--- config.mk ---
export PLATFORM = sky130hd
export DESIGN_NAME = uart_rx_frontend
export DESIGN_NICKNAME = d
export VERILOG_FILES = /design/src/rtl/uart_pkg.sv /design/src/rtl/uart_baud_tick.sv /design/src/rtl/uart_rx_frontend.sv
export SDC_FILE = /design/constraint.sdc
export NUM_CORES = 1
export LEC_CHECK = 0
export CORE_MARGIN = 8
export CORE_UTILIZATION = 33
export CTS_BUF_LIST = sky130_fd_sc_hd__clkbuf_8
export CTS_CLUSTER_DIAMETER = 40
export DETAILED_ROUTE_END_ITERATION = 10
export GPL_ROUTABILITY_DRIVEN = 1
export PLACE_DENSITY_LB_ADDON = 0.12
export SLEW_MARGIN = 15
export SYNTH_ARGS = -nofsm -noshare
export SYNTH_HDL_FRONTEND = slang
export SYNTH_SLANG_ARGS = --single-unit
--- constraint.sdc ---
create_clock -name clock -period 4.1 [get_ports clock]
set_clock_uncertainty 0.05 [all_clocks]
set_input_delay 0.615 -clock clock [delete_from_list [all_inputs] [get_ports clock]]
set_output_delay 0.615 -clock clock [all_outputs]
set_load 0.05 [all_outputs]
--- src/rtl/uart_pkg.sv ---
// rtl/uart_pkg.sv - shared types and default constants for the UART receive path
package uart_pkg;

    typedef enum logic [2:0] {
        IDLE,
        START,
        DATA,
        STOP,
        BREAK,
        PARITY
    } rx_state_t;

    localparam int UART_OVERSAMPLE = 16;
    localparam int UART_DATA_BITS  = 8;

endpackage

--- src/rtl/uart_baud_tick.sv ---
// rtl/uart_baud_tick.sv - oversample tick generator, one tick every BAUD_DIV clocks
//
// Ports:
//   clock  in   system clock
//   reset  in   asynchronous active-low reset
//   clear  in   holds the divider at 0 and suppresses tick
//   tick   out  high for the cycle in which the divider equals BAUD_DIV-1
module uart_baud_tick #(
    parameter int BAUD_DIV = 54
) (
    input  logic clock,
    input  logic reset,
    input  logic clear,
    output logic tick
);

    localparam int CW = (BAUD_DIV > 1) ? $clog2(BAUD_DIV) : 1;

    logic [CW-1:0] cnt;

    assign tick = !clear && (cnt == CW'(BAUD_DIV - 1));

    always_ff @(posedge clock or negedge reset) begin
        if (!reset) begin
            cnt <= '0;
        end else if (clear || tick) begin
            cnt <= '0;
        end else begin
            cnt <= cnt + CW'(1);
        end
    end

endmodule

--- src/rtl/uart_rx_frontend.sv ---
// rtl/uart_rx_frontend.sv - 16x oversampled UART receiver: sync, start detect, mid-bit sampling
//
// Optional feature macro: UART_RX_PARITY_EN (adds even-parity bit and parity_err output)
//
// Ports:
//   clock                in   system clock
//   reset                in   asynchronous active-low reset
//   rx_in                in   raw serial line, idles high
//   rx_data              out  last good frame, LSB = first received bit
//   rx_valid             out  one-cycle pulse when rx_data updates
//   frame_err            out  one-cycle pulse when the stop bit is sampled low
//   rx_busy              out  high whenever the receiver is not idle
//   rx_bit_count_reg_en  out  one-cycle pulse per sampled data bit
//   parity_err           out  one-cycle pulse on parity mismatch (parity build only)
module uart_rx_frontend
    import uart_pkg::*;
#(
    parameter int BAUD_DIV   = 54,
    parameter int OVERSAMPLE = UART_OVERSAMPLE,
    parameter int DATA_BITS  = UART_DATA_BITS
) (
    input  logic                 clock,
    input  logic                 reset,
    input  logic                 rx_in,
    output logic [DATA_BITS-1:0] rx_data,
    output logic                 rx_valid,
    output logic                 frame_err,
    output logic                 rx_busy,
`ifdef UART_RX_PARITY_EN
    output logic                 parity_err,
`endif
    output logic                 rx_bit_count_reg_en
);

    localparam int SW = $clog2(OVERSAMPLE);
    localparam int BW = $clog2(DATA_BITS);

    localparam logic [SW-1:0] SAMP_HALF = SW'(OVERSAMPLE / 2 - 1);
    localparam logic [SW-1:0] SAMP_LAST = SW'(OVERSAMPLE - 1);
    localparam logic [BW-1:0] BIT_LAST  = BW'(DATA_BITS - 1);

    rx_state_t              state;
    logic                   rx_meta;
    logic                   rx_s;
    logic                   rx_prev;
    logic [SW-1:0]          samp_cnt;
    logic [BW-1:0]          bit_idx;
    logic [DATA_BITS-1:0]   shreg;
    logic                   tick;
    logic                   mid_bit;
`ifdef UART_RX_PARITY_EN
    logic                   par_bad;
`endif

    // Divider is parked in IDLE so the first tick of a frame lands exactly
    // BAUD_DIV clocks after the start edge is seen.
    uart_baud_tick #(
        .BAUD_DIV (BAUD_DIV)
    ) u_tick (
        .clock (clock),
        .reset (reset),
        .clear (state == IDLE),
        .tick  (tick)
    );

    assign mid_bit = tick && (samp_cnt == SAMP_LAST);
    assign rx_busy = (state != IDLE);

    // Two-flop synchroniser plus one history flop for falling-edge detection.
    always_ff @(posedge clock or negedge reset) begin
        if (!reset) begin
            rx_meta <= 1'b1;
            rx_s    <= 1'b1;
            rx_prev <= 1'b1;
        end else begin
            rx_meta <= rx_in;
            rx_s    <= rx_meta;
            rx_prev <= rx_s;
        end
    end

    always_ff @(posedge clock or negedge reset) begin
        if (!reset) begin
            state               <= IDLE;
            samp_cnt            <= '0;
            bit_idx             <= '0;
            shreg               <= '0;
            rx_data             <= '0;
            rx_valid            <= 1'b0;
            frame_err           <= 1'b0;
            rx_bit_count_reg_en <= 1'b0;
`ifdef UART_RX_PARITY_EN
            parity_err          <= 1'b0;
            par_bad             <= 1'b0;
`endif
        end else begin
            rx_valid            <= 1'b0;
            frame_err           <= 1'b0;
            rx_bit_count_reg_en <= 1'b0;
`ifdef UART_RX_PARITY_EN
            parity_err          <= 1'b0;
`endif
            if (tick) begin
                samp_cnt <= (samp_cnt == SAMP_LAST) ? '0 : samp_cnt + SW'(1);
            end

            case (state)
                IDLE: begin
                    if (!rx_s && rx_prev) begin
                        state    <= START;
                        samp_cnt <= '0;
                    end
                end
                START: begin
                    // Re-check the line half a bit in; a short low pulse is ignored.
                    if (tick && (samp_cnt == SAMP_HALF)) begin
                        if (!rx_s) begin
                            state    <= DATA;
                            samp_cnt <= '0;
                            bit_idx  <= '0;
                        end else begin
                            state <= IDLE;
                        end
                    end
                end
                DATA: begin
                    if (mid_bit) begin
                        shreg               <= {rx_s, shreg[DATA_BITS-1:1]};
                        rx_bit_count_reg_en <= 1'b1;
                        bit_idx             <= bit_idx + BW'(1);
                        if (bit_idx == BIT_LAST) begin
`ifdef UART_RX_PARITY_EN
                            state <= PARITY;
`else
                            state <= STOP;
`endif
                        end
                    end
                end
`ifdef UART_RX_PARITY_EN
                PARITY: begin
                    if (mid_bit) begin
                        par_bad <= (^shreg) ^ rx_s;
                        state   <= STOP;
                    end
                end
`endif
                STOP: begin
                    if (mid_bit) begin
                        if (rx_s) begin
`ifdef UART_RX_PARITY_EN
                            if (par_bad) begin
                                parity_err <= 1'b1;
                            end else begin
                                rx_data  <= shreg;
                                rx_valid <= 1'b1;
                            end
`else
                            rx_data  <= shreg;
                            rx_valid <= 1'b1;
`endif
                            state <= IDLE;
                        end else begin
                            frame_err <= 1'b1;
                            state     <= BREAK;
                        end
                    end
                end
                BREAK: begin
                    // A held-low line must return high before a new start edge can exist.
                    if (rx_s) begin
                        state <= IDLE;
                    end
                end
                default: begin
                    state <= IDLE;
                end
            endcase
        end
    end

endmodule

==> results of run 1 <==
==> worst max-delay path: cells and delay by family (launching register included) <==
kind	cells	cell delay [ns]
flip-flops	1	0.51
AND/OR/NAND/NOR	1	0.41
buffers and inverters	2	0.82
==> metrics by stage <==
step | area (µm²) | hold WS, ns
after floorplan | 1690 | 0.269
after global placement | 1890 | 0.296
after detailed placement | 1890 | 0.299
after CTS | 2030 | 0.310
after global routing | 2030 | 0.317
final | 2030 | 0.307
==> logic make-up (layout without fill, tap and decap cells) <==
| family | count (synthesis) | count (layout) | synth area share, % |
|---|---|---|---|
| and+or+nand+nor | 46 | 46 | 16.0 |
| DFF | 38 | 38 | 56.5 |
| muxes | 19 | 19 | 12.7 |
| AOI/OAI and AO/OA | 15 | 15 | 6.52 |
| buffers and inverters | 8 | 25 | 1.93 |
| adders and majority gates | 5 | 5 | 3.70 |
| xor gates and xnor gates | 5 | 5 | 2.59 |
==> routing by layer <==
metal | up-vias | GRT usage (%) | part of all wire [%]
met5 | - | 0 | 0
met4 | 0 | 3.75 | 1.4
met3 | 6 | 3.75 | 6.6
met2 | 24 | 14.0 | 46
met1 | 537 | 11.1 | 46
li1 | 518 | - | -
==> state kept, by name, indices dropped and copies added, names as in the netlist, 3 cells and up <==
| signal | flops |
|---|---|
| rx_data | 8 |
| shreg | 8 |
| bit_idx | 3 |
| state | 3 |
| samp_cnt | 4 |
| u_tick.cnt | 6 |
==> cells in the final DEF, fill, tap and decap left out, types with 2 or more instances in the layout <==
cell type / netlist / layout
dfrtp_1: 35 / 35
mux2_2: 16 / 16
clkdlybuf4s50_1: 0 / 13
nor2_1: 12 / 12
nand2_1: 6 / 6
clkbuf_8: 0 / 6
nor2b_1: 5 / 5
ha_1: 5 / 5
nand3_1: 4 / 4
nor4_1: 4 / 4
nor3_1: 3 / 3
inv_1: 3 / 3
xnor2_1: 3 / 3
and3_1: 3 / 3
dfstp_2: 3 / 3
o21a_1: 2 / 2
a311oi_1: 2 / 2
mux2i_1: 2 / 2
xor2_1: 2 / 2
nor3b_1: 2 / 2
a21oi_1: 2 / 2
a22o_1: 2 / 2
bufinv_16: 0 / 2
==> power groups by stage <==
stage | combinational [W] | sequential (W) | clock [W]
6_report | 0.0000943 | 0.000437 | 0.000388
5_1_grt | 0.000107 | 0.000442 | 0.000416
4_1_cts | 0.0000971 | 0.000437 | 0.000402
3_5_place_dp | 0.0000961 | 0.000444 | 0
3_3_place_gp | 0.0000923 | 0.000441 | 0
2_1_floorplan | 0.0000728 | 0.000434 | 0
==> layout make-up <==
| type | instances | area [µm²] | share of cell area, % |
|---|---|---|---|
| Sequential cell | 38 | 955 | 47.0 |
| Tap cell | 70 | 87.6 | 4.31 |
| Timing Repair Buffer | 14 | 135 | 6.65 |
| Clock buffer | 6 | 82.6 | 4.06 |
| Multi-Input combinational cell | 90 | 702 | 34.5 |
| Clock inverter | 2 | 60.1 | 2.95 |
| Inverter | 3 | 11.3 | 0.554 |
==> path summary, 6_finish.rpt <==
check / start / endpoint / slack (ns)
max: state[0] / rx_busy / 1.41
min: rx_meta / rx_s / 0.31
max reg2reg: samp_cnt[0] / shreg[6] / 1.95
min reg2reg: rx_meta / rx_s / 0.31
max in group asynchronous: reset / u_tick.cnt[3] / 3.09
min in group asynchronous: reset / u_tick.cnt[5] / 0.37
==> metrics.yaml, run 1 <==
status: "finished, final reports clean"
path_clk_slew_ns: 0.07
cts_made_buffers: 5
fp.dieArea_mm2: 0.00766
cp.required_ns: 3.43
gr-total-overflow: 0
power_density_mw_per_mm2: 452
tightest_slew_ns: 0.842
drv_cap: 0
clkLatencyLatePin_ns: 0.29
wl_um: 3190
nFillCells: 499
slew_viol_final: 0
comb_power_share_pct: 10.3
asyncSetResetFlopFracSynth_pct: 100
io_buffers: 14
fin_crit_ns: 2.69
grt_pass1_vias: 1095
wl_per_cell_um: 14.3
cts_tree: "built"
synth-main-ff-cell: "dfrtp_1"
final_layout_size_suffix_gt1_share_pct: 22.2
synth_warnings: 0
dp_cells: 215
relSlewSlack_pct: 43.9
syn-cell-area_mm2: 0.00169
rsz0062_at_grt: "false"
clock-sinks: 38
yosys.cell_types.count: 37
pre_cts_slack_ns: 1.73
fp.dieW_um: 87.5
antenna_cells: 0
p_sw_w: 0.000217
finalCritPeriodShare_pct: 65.6
synth_area_per_cell_um2: 12.4
fin_cells: 223
synth_seq_cells: 38
htree_levels: 2
synth_common_cells: "dfrtp_1, mux2_2, nor2_1"
syn-num-nets: 144
setup_tns_ns: 0
grt_max_degree: 39
synth_edf_count: 0
syn_to_final_growth_pct: 20.4
yosys.area.top_type: "dfrtp_1"
cts_root_buffer: "clkbuf_8"
drc: 0
holdBufCountCts: 0
utilization_pct: 40.6
fmax_mhz: 372
ys_top_cells_by_area: "dfrtp_1, mux2_2, dfstp_2, ha_1, nor2_1"
dp_hpwl_um: 2170
worst-setup-path-type: "reg -> out"
dr.pass1.iters: 4
via_count: 1085
hold_path.class: "reg -> reg"
nets: 160
cp_max_fo: 12
gp_congestion: 0.871
slowest_stage: "clkdlybuf4s50_1"
postCtsResizedCells: 0
cp-end-kind: "output port"
ioPinCount: 15
rr_worst_depth: 5
start_util_pct: 33.7
num_rows: 26
vias_per_cell: 4.87
coreArea_mm2: 0.00501
power_w: 0.000920
p_seq_share_pct: 47.5
leakagePower_nw: 0.951
clockBufferDepth: 2
synth_top_cell_area_share_pct: 51.9
yosysMostFrequentCell: "dfrtp_1"
post_cts_buffers: 0
seq_area_frac_synth_pct: 56.5
setup_viol: 0
die_h_um: 87.5
track_usage_pct: 9.13
cpPeakStageDelay_ns: 0.72
p_int_w: 0.000703
hold_viol: 0
holdPathStages: 0
drt-initial-drc-count: 120
layout_setup_ws_ns: 1.41
syn-instance-count: 136
ant_nets: 0
grt_pass1_wl_um: 5400
clockPowerShare_pct: 42.2
p_sw_share_pct: 23.5
path_cells: "nor3_1 > inv_1 > clkdlybuf4s50_1"
start_kind: "flop"
ir_drop_uv: 234
antenna_found_initial: 0
crit_arrival_ns: 2.02
Power figures use the tool's default switching activity.
==> inputs of run 2 (changes only) <==
==> constraint.sdc (replaced) <==
create_clock -name clock -period 2.2 [get_ports clock]
set_clock_uncertainty 0.05 [all_clocks]
set_input_delay 0.33 -clock clock [delete_from_list [all_inputs] [get_ports clock]]
set_output_delay 0.33 -clock clock [all_outputs]
set_load 0.05 [all_outputs]
==> run 2 against run 1 <==
  * Clock-buffer cell count unchanged
  * Critical path depth increased by 3
  * Wire length decreased by 5.5%
  * Die area unchanged
  * Hold slack got worse by 0.22 ns
  * Sequential share of layout area increased by 0.91 points
  * Register-to-register slack got worse by 1.7 ns
  * Combinational power increased by 79%
==> metrics.yaml, run 2 (same netlist as run 1, synthesis figures left out) <==
status: "finished, final reports clean"  # unchanged
cts_made_buffers: 5  # unchanged
crit_arrival_ns: 2.08  # was 2.02 ns
drt-initial-drc-count: 160  # was 120
finalCritPeriodShare_pct: 89.3
dr.pass1.iters: 4  # unchanged
fp.dieArea_mm2: 0.00766  # unchanged
worst-r2r-setup-slack_ns: 0.24  # was 1.95 ns
dp_hpwl_um: 2040  # was 2170 µm
num_rows: 26  # unchanged
path_cells: "ha_1 > nand4_2 > nor2_1 > and3_1 > buf_4 > mux2_2"  # was nor3_1 > inv_1 > clkdlybuf4s50_1
rsz0062_at_grt: "false"  # unchanged
crit_path_end: "shreg[7]"  # was rx_busy
ioPinCount: 15  # unchanged
fin_area_mm2: 0.00199  # was 0.00203 mm²
antenna_cells: 0  # unchanged
leakagePower_nw: 0.941  # was 0.951 nW
drc: 0  # unchanged
start_kind: "flop"  # unchanged
setup_tns_ns: 0  # unchanged
gp_congestion: 0.773  # was 0.871
die_h_um: 87.5  # unchanged
crit_start: "samp_cnt[0]"  # was state[0]
drv_cap: 0  # unchanged
cts_tree: "built"  # unchanged
wl_per_cell_um: 13.4  # was 14.3 µm
post_cts_buffers: 0  # unchanged
fmax_mhz: 509
ant_nets: 0  # unchanged
fp.dieW_um: 87.5  # unchanged
final_cell_mix: "dfrtp_1, mux2_2, nor2_1, clkdlybuf4s50_1"  # was dfrtp_1, mux2_2, clkdlybuf4s50_1, nor2_1
nets: 162  # was 160
final_layout_size_suffix_gt1_share_pct: 23.2  # was 22.2%
worst-setup-path-type: "reg -> reg"  # was reg -> out
pre_cts_slack_ns: 0.244  # was 1.73 ns
holdBufCountCts: 0  # unchanged
power_density_mw_per_mm2: 732  # was 452 mW/mm²
fin_crit_ns: 1.96
coreArea_mm2: 0.00501  # unchanged
setup_viol: 0  # unchanged
htree_levels: 2  # unchanged
slowest_stage: "dfrtp_1"  # was clkdlybuf4s50_1
post_dp_cell_area_mm2: 0.00190  # was 0.00189 mm²
grt_pass1_wl_um: 5310  # was 5400 µm
vias_per_cell: 4.68  # was 4.87
cts_root_buffer: "clkbuf_8"  # unchanged
io_buffers: 14  # unchanged
cp.required_ns: 2.32  # was 3.43 ns
gr-total-overflow: 0  # unchanged
relSlewSlack_pct: 44.5  # was 43.9%
postCtsResizedCells: 0  # unchanged
top_regs: "rx_data (8), shreg (8), u_tick.cnt (6)"  # unchanged
layout_setup_ws_ns: 0.236  # was 1.41 ns
holdWs_ns: 0.0843  # was 0.307 ns
grt_max_degree: 39  # unchanged
clockBufferDepth: 2  # unchanged
wl_um: 3010  # was 3190 µm
clock-sinks: 38  # unchanged
via_count: 1053  # was 1085
path_clk_slew_ns: 0.07  # about the same
rr_endpoint: "shreg[7]"  # was shreg[6]
r2r-start: "samp_cnt[0]"  # unchanged
hold_viol: 0  # unchanged
rr_worst_depth: 6  # was 5
track_usage_pct: 9.04  # was 9.13%
hold_path.class: "in -> async"  # was reg -> reg
clkLatencyLatePin_ns: 0.28  # was 0.29 ns
cp_max_fo: 10  # was 12
slew_viol_final: 0  # unchanged
ir_drop_uv: 399  # was 234 µV
final_common_cell: "dfrtp_1"  # unchanged
start_util_pct: 33.7  # unchanged
cpPeakStageDelay_ns: 0.41  # was 0.72 ns
antenna_found_initial: 0  # unchanged
tightest_slew_ns: 0.832  # was 0.842 ns
cp-end-kind: "flop"  # was output port
syn_to_final_growth_pct: 18.1  # was 20.4%
power_w: 0.00146  # was 0.000920 W
grt_pass1_vias: 1109  # was 1095
run 2: cell count changes in the layout (fill, tap and decap cells not counted), sizes merged:
cell | before | now
clkdlybuf4s50 | 13 | 12
inv | 3 | 4
buf | 1 | 4
bufinv | 2 | 0
clkinv | 0 | 1
run 2: power by group:
group          internal, W  leakage, nW  switching, W
logic            0.0000740        0.379     0.0000951
clock network     0.000248       0.0524      0.000228
registers         0.000750        0.510     0.0000638
total              0.00107        0.941      0.000387
run 2: metrics by stage:
step / std cells / utilization [%]
floorplan: 136 / -
global placement: 217 / 38.0
detailed placement: 217 / 38.0
CTS: 225 / 39.8
global route: 225 / 39.8
finish: 225 / 39.8
run 2: worst min-delay path by stage:
stage                          to     from  cells after the start  slack, ns
global route        u_tick.cnt[3]    reset                      1       0.16
detailed placement           rx_s  rx_meta                      0       0.30
global placement             rx_s  rx_meta                      0       0.30
finish                samp_cnt[1]    reset                      1       0.08
floorplan              bit_idx[0]    reset                      0      -0.02
CTS                 u_tick.cnt[4]    reset                      1       0.13
run 2: critical path, delay by kind of cell, from the launching register on:
kind,cells,cell delay [ns]
fa+ha+maj,1,0.24
buf+inv,1,0.19
mux,1,0.35
simple gates,3,0.61
flops,1,0.41
run 2: final cells by class:
type	count	area [µm²]
Fill cell	495	3020
Sequential cell	38	955
Multi-Input combinational cell	90	702
Timing Repair Buffer	16	148
Tap cell	70	87.6
Clock buffer	6	82.6
Inverter	3	11.3
Clock inverter	2	8.76
run 2: metal layers:
layer	GRT usage, %	up-vias	share of wire, %
li1	-	517	-
met1	10.7	514	46
met2	13.9	16	47
met3	4.03	6	5.2
met4	3.75	0	1.7
met5	0	-	0
